[src/rtl/uart_rx_deserializer.sv]
// rtl/uart_rx_deserializer.sv - UART receive deserializer feeding a write-only FIFO port
module uart_rx_deserializer #(
  parameter int CLKS_PER_BIT = 10
) (
  input  logic       clk,
  input  logic       rst,
  input  logic       serial_in,
  input  logic       fifo_full,
  input  logic       clear_errors,
  output logic [7:0] w_data,
  output logic       w_enable,
  output logic       framing_error,
  output logic       overrun_error,
  output logic       busy
);

  localparam int TW = $clog2(CLKS_PER_BIT);
  localparam logic [TW-1:0] HALF_M1 = TW'(CLKS_PER_BIT / 2 - 1);
  localparam logic [TW-1:0] FULL_M1 = TW'(CLKS_PER_BIT - 1);
  localparam logic [TW-1:0] ONE     = TW'(1);

  typedef enum logic [2:0] {
    S_IDLE,
    S_START,
    S_DATA,
    S_STOP,
    S_LOAD
  } state_t;

  state_t          state;
  state_t          state_nxt;
  logic            sync1;
  logic            sin_s;
  logic            sin_prev;
  logic [TW-1:0]   timer;
  logic [2:0]      bit_cnt;
  logic [7:0]      shreg;
  logic            sample_tick;
  logic            set_fe;
  logic            set_oe;
  logic            load_data;

  // Two-flop synchronizer plus previous-sample register; all preset high so reset never looks like a start edge
  always_ff @(posedge clk) begin
    if (rst) begin
      sync1    <= 1'b1;
      sin_s    <= 1'b1;
      sin_prev <= 1'b1;
    end else begin
      sync1    <= serial_in;
      sin_s    <= sync1;
      sin_prev <= sin_s;
    end
  end

  // State register
  always_ff @(posedge clk) begin
    if (rst) state <= S_IDLE;
    else     state <= state_nxt;
  end

  // Next-state, sample strobe and error/write decisions; timer value N-1 marks a bit centre after the half-bit offset
  always_comb begin
    state_nxt   = state;
    sample_tick = 1'b0;
    set_fe      = 1'b0;
    set_oe      = 1'b0;
    load_data   = 1'b0;
    w_enable    = 1'b0;
    case (state)
      S_IDLE: begin
        if (sin_prev && !sin_s) state_nxt = S_START;
      end
      S_START: begin
        if (timer == HALF_M1) begin
          sample_tick = 1'b1;
          state_nxt   = sin_s ? S_IDLE : S_DATA;
        end
      end
      S_DATA: begin
        if (timer == FULL_M1) begin
          sample_tick = 1'b1;
          if (bit_cnt == 3'd7) state_nxt = S_STOP;
        end
      end
      S_STOP: begin
        if (timer == FULL_M1) begin
          sample_tick = 1'b1;
          if (sin_s) begin
            load_data = 1'b1;
            state_nxt = S_LOAD;
          end else begin
            set_fe    = 1'b1;
            state_nxt = S_IDLE;
          end
        end
      end
      S_LOAD: begin
        w_enable  = !fifo_full;
        set_oe    = fifo_full;
        state_nxt = S_IDLE;
      end
      default: state_nxt = S_IDLE;
    endcase
  end

  // Bit timer: held at zero while idle, restarted at every sample point so it never wraps
  always_ff @(posedge clk) begin
    if (rst || state == S_IDLE || state == S_LOAD || sample_tick) timer <= '0;
    else                                                         timer <= timer + ONE;
  end

  // Data bit counter, advanced on each data-bit sample
  always_ff @(posedge clk) begin
    if (rst || state == S_IDLE)            bit_cnt <= 3'd0;
    else if (state == S_DATA && sample_tick) bit_cnt <= bit_cnt + 3'd1;
  end

  // LSB-first shift register: new bit enters at the MSB
  always_ff @(posedge clk) begin
    if (rst)                                 shreg <= 8'h00;
    else if (state == S_DATA && sample_tick) shreg <= {sin_s, shreg[7:1]};
  end

  // Output byte captured only when entering LOAD
  always_ff @(posedge clk) begin
    if (rst)            w_data <= 8'h00;
    else if (load_data) w_data <= shreg;
  end

  // Sticky error flags; a new error wins over a simultaneous clear
  always_ff @(posedge clk) begin
    if (rst) begin
      framing_error <= 1'b0;
      overrun_error <= 1'b0;
    end else begin
      framing_error <= set_fe | (framing_error & ~clear_errors);
      overrun_error <= set_oe | (overrun_error & ~clear_errors);
    end
  end

  assign busy = (state != S_IDLE);

endmodule
[config.mk]
export PLATFORM = sky130hd
export DESIGN_NAME = uart_rx_deserializer
export DESIGN_NICKNAME = d
export VERILOG_FILES = /design/src/rtl/uart_rx_deserializer.sv
export SDC_FILE = /design/constraint.sdc
export NUM_CORES = 1
export LEC_CHECK = 0
export ABC_CLOCK_PERIOD_IN_PS = 1500
export BUFFER_PORTS_ARGS = -buffer_cell sky130_fd_sc_hd__buf_4
export CORE_MARGIN = 2
export CORE_UTILIZATION = 53
export CTS_BUF_LIST = sky130_fd_sc_hd__clkbuf_8
export DETAILED_ROUTE_END_ITERATION = 7
export PLACE_DENSITY = 0.77
export SYNTH_ARGS = -nofsm -noshare
export SYNTH_HDL_FRONTEND = slang
export SYNTH_SLANG_ARGS = --single-unit
[constraint.sdc]
create_clock -name clk -period 1.5 [get_ports clk]
set_input_delay 0.075 -clock clk [delete_from_list [all_inputs] [get_ports clk]]
set_output_delay 0.075 -clock clk [all_outputs]
set_load 0.005 [all_outputs]
==> key figures, run 1 <==
Run status
  • Status: finished, violations left
  • Failing checks: negative setup slack

Clock tree
  • CTS tree: built
  • CTS buffer count: 5
  • Root buffer cell: clkbuf_8
  • Clk Latency, worst-skew pair: 0.28 ns
  • Max clock buf depth: 2
  • Clock-pin transition on the worst setup and hold timing paths: 0.06 ns
  • Maximum level of the CTS H-tree: 2
  • Clock Sinks: 31

Synthesis
  • Post-synthesis cell type count: 32
  • Mapped Nets: 135
  • Syn Inst Count: 125
  • Syn_area_per_cell: 10.33 µm²
  • Synth Warn #: 0
  • Mapped Area: 1291 µm²
  • Synthesized flop and latch total: 31
  • Sequential area share after synthesis: 48.06%

Detailed routing
  • Final WL: 2261 µm
  • Met2 WL post-DR: 1141 µm
  • DR WL/cell: 12.36 µm
  • Routed length on met3: 125 µm
  • Remaining DRCs: 0
  • Iteration-0 DRC Markers: 1
  • Vias: 921
  • Avg Vias per Cell: 5.033
  • Antenna viol nets, final: 0
  • M1 WL: 946 µm
  • Top layer in use: met4
  • DRT Pass-1 Iters: 4

Timing
  • Worst-margin pin slew: 0.4543 ns
  • Hold WS: 0.06499 ns
  • Final setup violation count: 1
  • Worst Slack Setup Final: -0.04124 ns
  • Hold Fails Final Rpt: 0
  • Max-slew headroom: 69.65%
  • Minimum clock period: 1.541 ns
  • Max Fclk: 0.6488 GHz
  • RSZ-0062 raised after global routing: true
  • Final Max Slew Viols: 0
  • Final worst path period share: 102.7%
  • Worst Skew: 0.003263 ns

Die
  • Initial Util: 57.27%
  • I/O Pins: 17
  • Core Area: 2255 µm²
  • Die height: 53.36 µm
  • Chip width: 53.36 µm
  • Site row count: 17
  • Die area: 2847 µm²

GRT
  • Initial antenna violation count: 0
  • GRT Total Usage: 19.82%
  • Global route overflow: 0
  • Vias in the first global route: 911
  • Largest net degree at the start of global routing: 28
  • First-pass GRT wire length: 3822 µm

Pwr
  • VDD IR max: 0.7229 mV
  • Leak: 0.8418 nW
  • Power per cell area: 981.3 nW/µm²
  • Power Total: 1.594 mW

Place
  • Cell Area, Placed: 1480 µm²
  • Post-Place Cells: 173
  • HPWL after DPL: 1591 µm
  • GP Congestion: 0.7852
  • Port bufs: 16

Final layout
  • Diode count: 0
  • Post-layout util: 72.03%
  • Final instance area: 1624 µm²
  • Area Growth Syn to Fin: 25.78%
  • Post-route insts no fill: 183
  • Final #Nets: 164
  • Fraction of layout cells with a size suffix above 1: 32.26%

Setup path
  • Worst Path Arrival: 1.72 ns
  • Startpoint types: flop
  • Worst Path Required: 1.68 ns
  • Critical path type: flop to flop
  • Setup crit end kind: flop
  • CP max FO: 3

Hold path
  • Tightest Hold Check Type: input pin to flop

Run
  • Max cap viols: 0
cells by family (layout without fill, tap and decap cells):
logic type / after synthesis / in the layout / synth area share, %
muxes: 20 / 20 / 15.89
and+or+nand+nor: 48 / 48 / 18.70
buffers and inverters: 11 / 41 / 5.232
AOI/OAI and AO/OA: 7 / 7 / 5.233
xor gates and xnor gates: 3 / 3 / 2.035
adders and majority gates: 5 / 5 / 4.845
DFF: 31 / 31 / 48.06
per-layer routing:
| metal | track usage (%) | up-vias |
|---|---|---|
| met4 | 10.26 | 0 |
| met1 | 19.86 | 422 |
| li1 | - | 473 |
| met3 | 9.605 | 8 |
| met2 | 33.54 | 18 |
| met5 | 0 | - |
where the power goes:
group	internal, mW	total, mW	switching (mW)
clock network	0.411	0.701	0.290
logic	0.0299	0.0586	0.0287
registers	0.830	0.834	0.00470
worst paths after layout:
| check | from | end | slack (ns) | cells past startpoint |
|---|---|---|---|---|
| setup / recovery | timer[0] | state[0] | -0.04 | 6 |
| hold / removal | fifo_full | overrun_error | 0.06 | 3 |
| setup reg to reg | timer[0] | state[0] | -0.04 | 6 |
| hold reg to reg | sync1 | sin_s | 0.42 | 1 |
stage by stage:
step                setup WS (ns)  setup TNS [ns]
floorplan                0.003555               0
global placement          0.01437               0
detailed placement       -0.05600        -0.05600
CTS                      -0.05295        -0.05295
global route              -0.1165         -0.7775
finish                   -0.04124        -0.04124
state kept, by name, indices dropped and copies added, names as in the netlist:
| name | cells |
|---|---|
| w_data | 8 |
| sin_prev | 1 |
| timer | 4 |
| overrun_error | 1 |
| shreg | 8 |
| sin_s | 1 |
| framing_error | 1 |
| state | 3 |
| sync1 | 1 |
| bit_cnt | 3 |
Yosys cell counts (all sizes together):
master,count,area (µm²)
a32oi,1,8.760
nand3,1,5.000
nand2,3,11.26
nand4b,1,8.760
o21ai,2,10.01
buf,5,45.04
nor3,1,5.000
or2,3,18.77
nand3b,1,11.26
inv,4,15.01
nor3b,1,7.510
clkbuf,2,7.510
and3b,2,21.27
nor4,1,6.260
a22oi,1,7.510
ha,5,62.56
nand4,1,6.260
and2b,2,18.77
xor2,2,17.52
nand2b,1,6.260
xnor2,1,8.760
mux2,1,15.01
a2111oi,1,27.53
nor2,29,108.9
or3,1,6.260
a21oi,2,13.76
mux2i,19,190.2
dfxtp,31,620.6
what timing repair did:
action | CTS | global route
setup buffers | 1 | 0
resized for setup | 4 | 4
hold buffers | 1 | 0
pin swaps | 1 | 2
setup endpoints to repair | 7 | 18
hold endpoints to repair | 1 | 0
layout make-up:
type | count | area [µm²]
timing repair buffer | 29 | 235.2
fill | 180 | 630.6
multi-input combinational | 83 | 615.6
sequential | 31 | 623.1
clock inverter | 1 | 3.754
clock buffer | 7 | 96.34
tap | 28 | 35.03
inverter | 4 | 15.01
worst max-delay path: stages, from the launching register on:
cell       delay, ns
dfxtp_2         0.35
inv_2           0.03
ha_2            0.16
and3b_4         0.18
a2111oi_4       0.34
a21oi_2         0.07
mux2_4          0.30
layout by cell type, fill, tap and decap left out, types with 2 or more instances in the layout:
| master | instances |
|---|---|
| inv_1 | 4 |
| nand2_1 | 3 |
| buf_6 | 4 |
| or2_2 | 3 |
| o21ai_1 | 2 |
| clkbuf_8 | 7 |
| ha_1 | 4 |
| xor2_1 | 2 |
| dfxtp_2 | 2 |
| nor2_1 | 29 |
| mux2i_1 | 19 |
| dfxtp_1 | 29 |
| buf_4 | 24 |
(Power assumes the default switching activity.)
==> run 2: changes to the inputs <==
==> config.mk (replaced) <==
export PLATFORM = sky130hd
export DESIGN_NAME = uart_rx_deserializer
export DESIGN_NICKNAME = d
export VERILOG_FILES = /design/src/rtl/uart_rx_deserializer.sv
export SDC_FILE = /design/constraint.sdc
export NUM_CORES = 1
export LEC_CHECK = 0
export ABC_CLOCK_PERIOD_IN_PS = 1700
export BUFFER_PORTS_ARGS = -buffer_cell sky130_fd_sc_hd__buf_4
export CORE_MARGIN = 2
export CORE_UTILIZATION = 58
export CTS_BUF_LIST = sky130_fd_sc_hd__clkbuf_8
export DETAILED_ROUTE_END_ITERATION = 7
export PLACE_DENSITY = 0.8
export SYNTH_ARGS = -nofsm -noshare
export SYNTH_HDL_FRONTEND = slang
export SYNTH_SLANG_ARGS = --single-unit
==> constraint.sdc (replaced) <==
create_clock -name clk -period 1.7 [get_ports clk]
set_input_delay 0.085 -clock clk [delete_from_list [all_inputs] [get_ports clk]]
set_output_delay 0.085 -clock clk [all_outputs]
set_load 0.005 [all_outputs]
==> run 2 against run 1 <==
  * The run now ends clean
  * Sequential power is 12% lower
  * Critical endpoint unchanged
  * Clock skew rose by 0.0029 ns
  * Global-route usage rose by 1.5 points
  * Worst hold slack improved by 0.018 ns
  * Flip-flop and latch count stayed put
  * Critical path type unchanged
==> key figures, run 2 (synthesis results as in run 1) <==
Timing
  • Hold Fails Final Rpt: 0 (unchanged)
  • Max Fclk: 0.6125 GHz (-5.6%)
  • Final worst path period share: 96.03% (-6.7 points)
  • Max-slew headroom: 72.13% (+2.5 points)
  • Final Max Slew Viols: 0 (unchanged)
  • Minimum clock period: 1.633 ns (+0.09129 ns)
  • RSZ-0062 raised after global routing: false
  • Hold WS: 0.08302 ns (+0.01803 ns)
  • Final TNS setup: 0 ns (+0.04124 ns)
  • Final setup violation count: 0 (-1)
  • Worst Skew: 0.006190 ns (+0.002927 ns)
  • Worst-margin pin slew: 0.4171 ns (-0.03724 ns)

Final layout
  • Largest regs: shreg (8), w_data (8), timer (4)
  • Fraction of layout cells with a size suffix above 1: 28.38% (-3.9 points)
  • Final #Nets: 157 (-4.3%)
  • Commonest non-fill, non-tap cell in the layout: dfxtp_1
  • Final instance area: 1569 µm² (-3.4%)
  • Area Growth Syn to Fin: 21.51%
  • Diode count: 0 (unchanged)
  • Commonest non-fill, non-tap cells in the layout: dfxtp_1, nor2_1, buf_4

Clock tree
  • CTS tree: built
  • Maximum level of the CTS H-tree: 2 (unchanged)
  • Clock-pin transition on the worst setup and hold timing paths: 0.06 ns (about the same)
  • CTS buffer count: 5 (unchanged)
  • Max clock buf depth: 2 (unchanged)
  • Clk Latency, worst-skew pair: 0.28 ns (about the same)
  • Root buffer cell: clkbuf_8
  • Setup bufs post-CTS: 0 (-1)
  • Clock Sinks: 31 (unchanged)

Pwr
  • Power Total: 1.515 mW (-5.0%)
  • Power per cell area: 965.4 nW/µm² (-1.6%)
  • Leak: 0.7666 nW (-8.9%)
  • VDD IR max: 0.8002 mV (+11%)

Die
  • Site row count: 17 (unchanged)
  • Chip width: 51.19 µm (-4.1%)
  • Die area: 2620 µm² (-8.0%)
  • Initial Util: 60.10% (+2.8 points)
  • Core Area: 2148 µm² (-4.7%)
  • I/O Pins: 17 (unchanged)
  • Die height: 51.19 µm (-4.1%)

GRT
  • Vias in the first global route: 878 (-3.6%)
  • Largest net degree at the start of global routing: 28 (unchanged)
  • First-pass GRT wire length: 3919 µm (+2.5%)
  • Global route overflow: 0 (unchanged)
  • Initial antenna violation count: 0 (unchanged)
  • GRT Total Usage: 21.33% (+1.5 points)

Setup path
  • Worst Path Arrival: 1.80 ns (+0.08 ns)
  • Critical path type: flop to flop
  • Worst Path Required: 1.87 ns (+0.19 ns)
  • Critical path's slowest cell: dfxtp_1
  • Largest stage delay on the critical path: 0.36 ns (about the same)
  • Setup crit end kind: flop
  • CP max FO: 3 (unchanged)
  • Crit path cell chain: inv_1 -> ha_1 -> and3b_4 -> a2111oi_4 -> a21oi_2 -> mux2_4
  • Startpoint types: flop

Run
  • Max cap viols: 0 (unchanged)

Hold path
  • Tightest Hold Check Type: input pin to flop

Run status
  • Status: complete, no violations

Detailed routing
  • Antenna viol nets, final: 0 (unchanged)
  • Final WL: 2252 µm (-0.40%)
  • Avg Vias per Cell: 5.148 (+2.3%)
  • DRT Pass-1 Iters: 4 (unchanged)
  • Iteration-0 DRC Markers: 19 (+18)
  • Remaining DRCs: 0 (unchanged)
  • Vias: 906 (-1.6%)
  • DR WL/cell: 12.80 µm (+3.6%)

Place
  • GP Congestion: 0.7512 (-4.3%)
  • HPWL after DPL: 1524 µm (-4.2%)
  • Port bufs: 16 (unchanged)
  • Cell Area, Placed: 1431 µm² (-3.3%)
[run 2: where the power goes]
group	internal, mW	switching, mW
clock	0.473	0.257
sequential	0.732	0.00411
combinational	0.0237	0.0249
total	1.23	0.286
[run 2: through the flow]
step | utilization, % | cells | setup WS, ns
2_1_floorplan | - | 125 | 0.09225
3_3_place_gp | 66.63 | 167 | 0.06516
4_1_cts | 72.63 | 176 | 0.02092
6_report | 73.03 | 176 | 0.06747
3_5_place_dp | 66.63 | 167 | 0.02345
5_1_grt | 73.03 | 176 | 0.001456
[run 2: worst max-delay path, delay by kind of cell, from the launching register on]
kind | cells | cell delay, ns
buffers and inverters | 1 | 0.09
AOI/OAI and AO/OA | 2 | 0.40
muxes | 1 | 0.30
adders and majority gates | 1 | 0.19
DFF | 1 | 0.36
and+or+nand+nor | 1 | 0.19
[run 2: final cells by class]
cell class	instances	area [µm²]
Clock inverter	2	35.03
Inverter	4	15.01
Multi-Input combinational cell	83	608.1
Sequential cell	31	621.8
Clock buffer	6	82.58
Timing Repair Buffer	22	171.4
Tap cell	28	35.03
Fill cell	171	579.3
[run 2: metal layers]
layer / global-route usage, % / up-vias / wire length (µm)
met4: 8.108 / 0 / 16
met1: 21.87 / 424 / 938
met5: 0 / - / 0
li1: - / 459 / -
met2: 37.66 / 21 / 1205
met3: 9.649 / 2 / 92
[run 2: worst paths after layout]
kind,startpoint,end,slack [ns],cells past startpoint
max reg2reg,timer[1],state[0],0.07,6
min,clear_errors,framing_error,0.08,4
max,timer[1],state[0],0.07,6
min reg2reg,sync1,sin_s,0.41,1
[run 2: repair_timing]
action,4_1_cts,5_1_grt
setup endpoints to repair,1,5
hold buffers,1,0
cloned,0,0
gates resized for setup,1,3
hold endpoints to repair,1,0
pin swaps,0,1
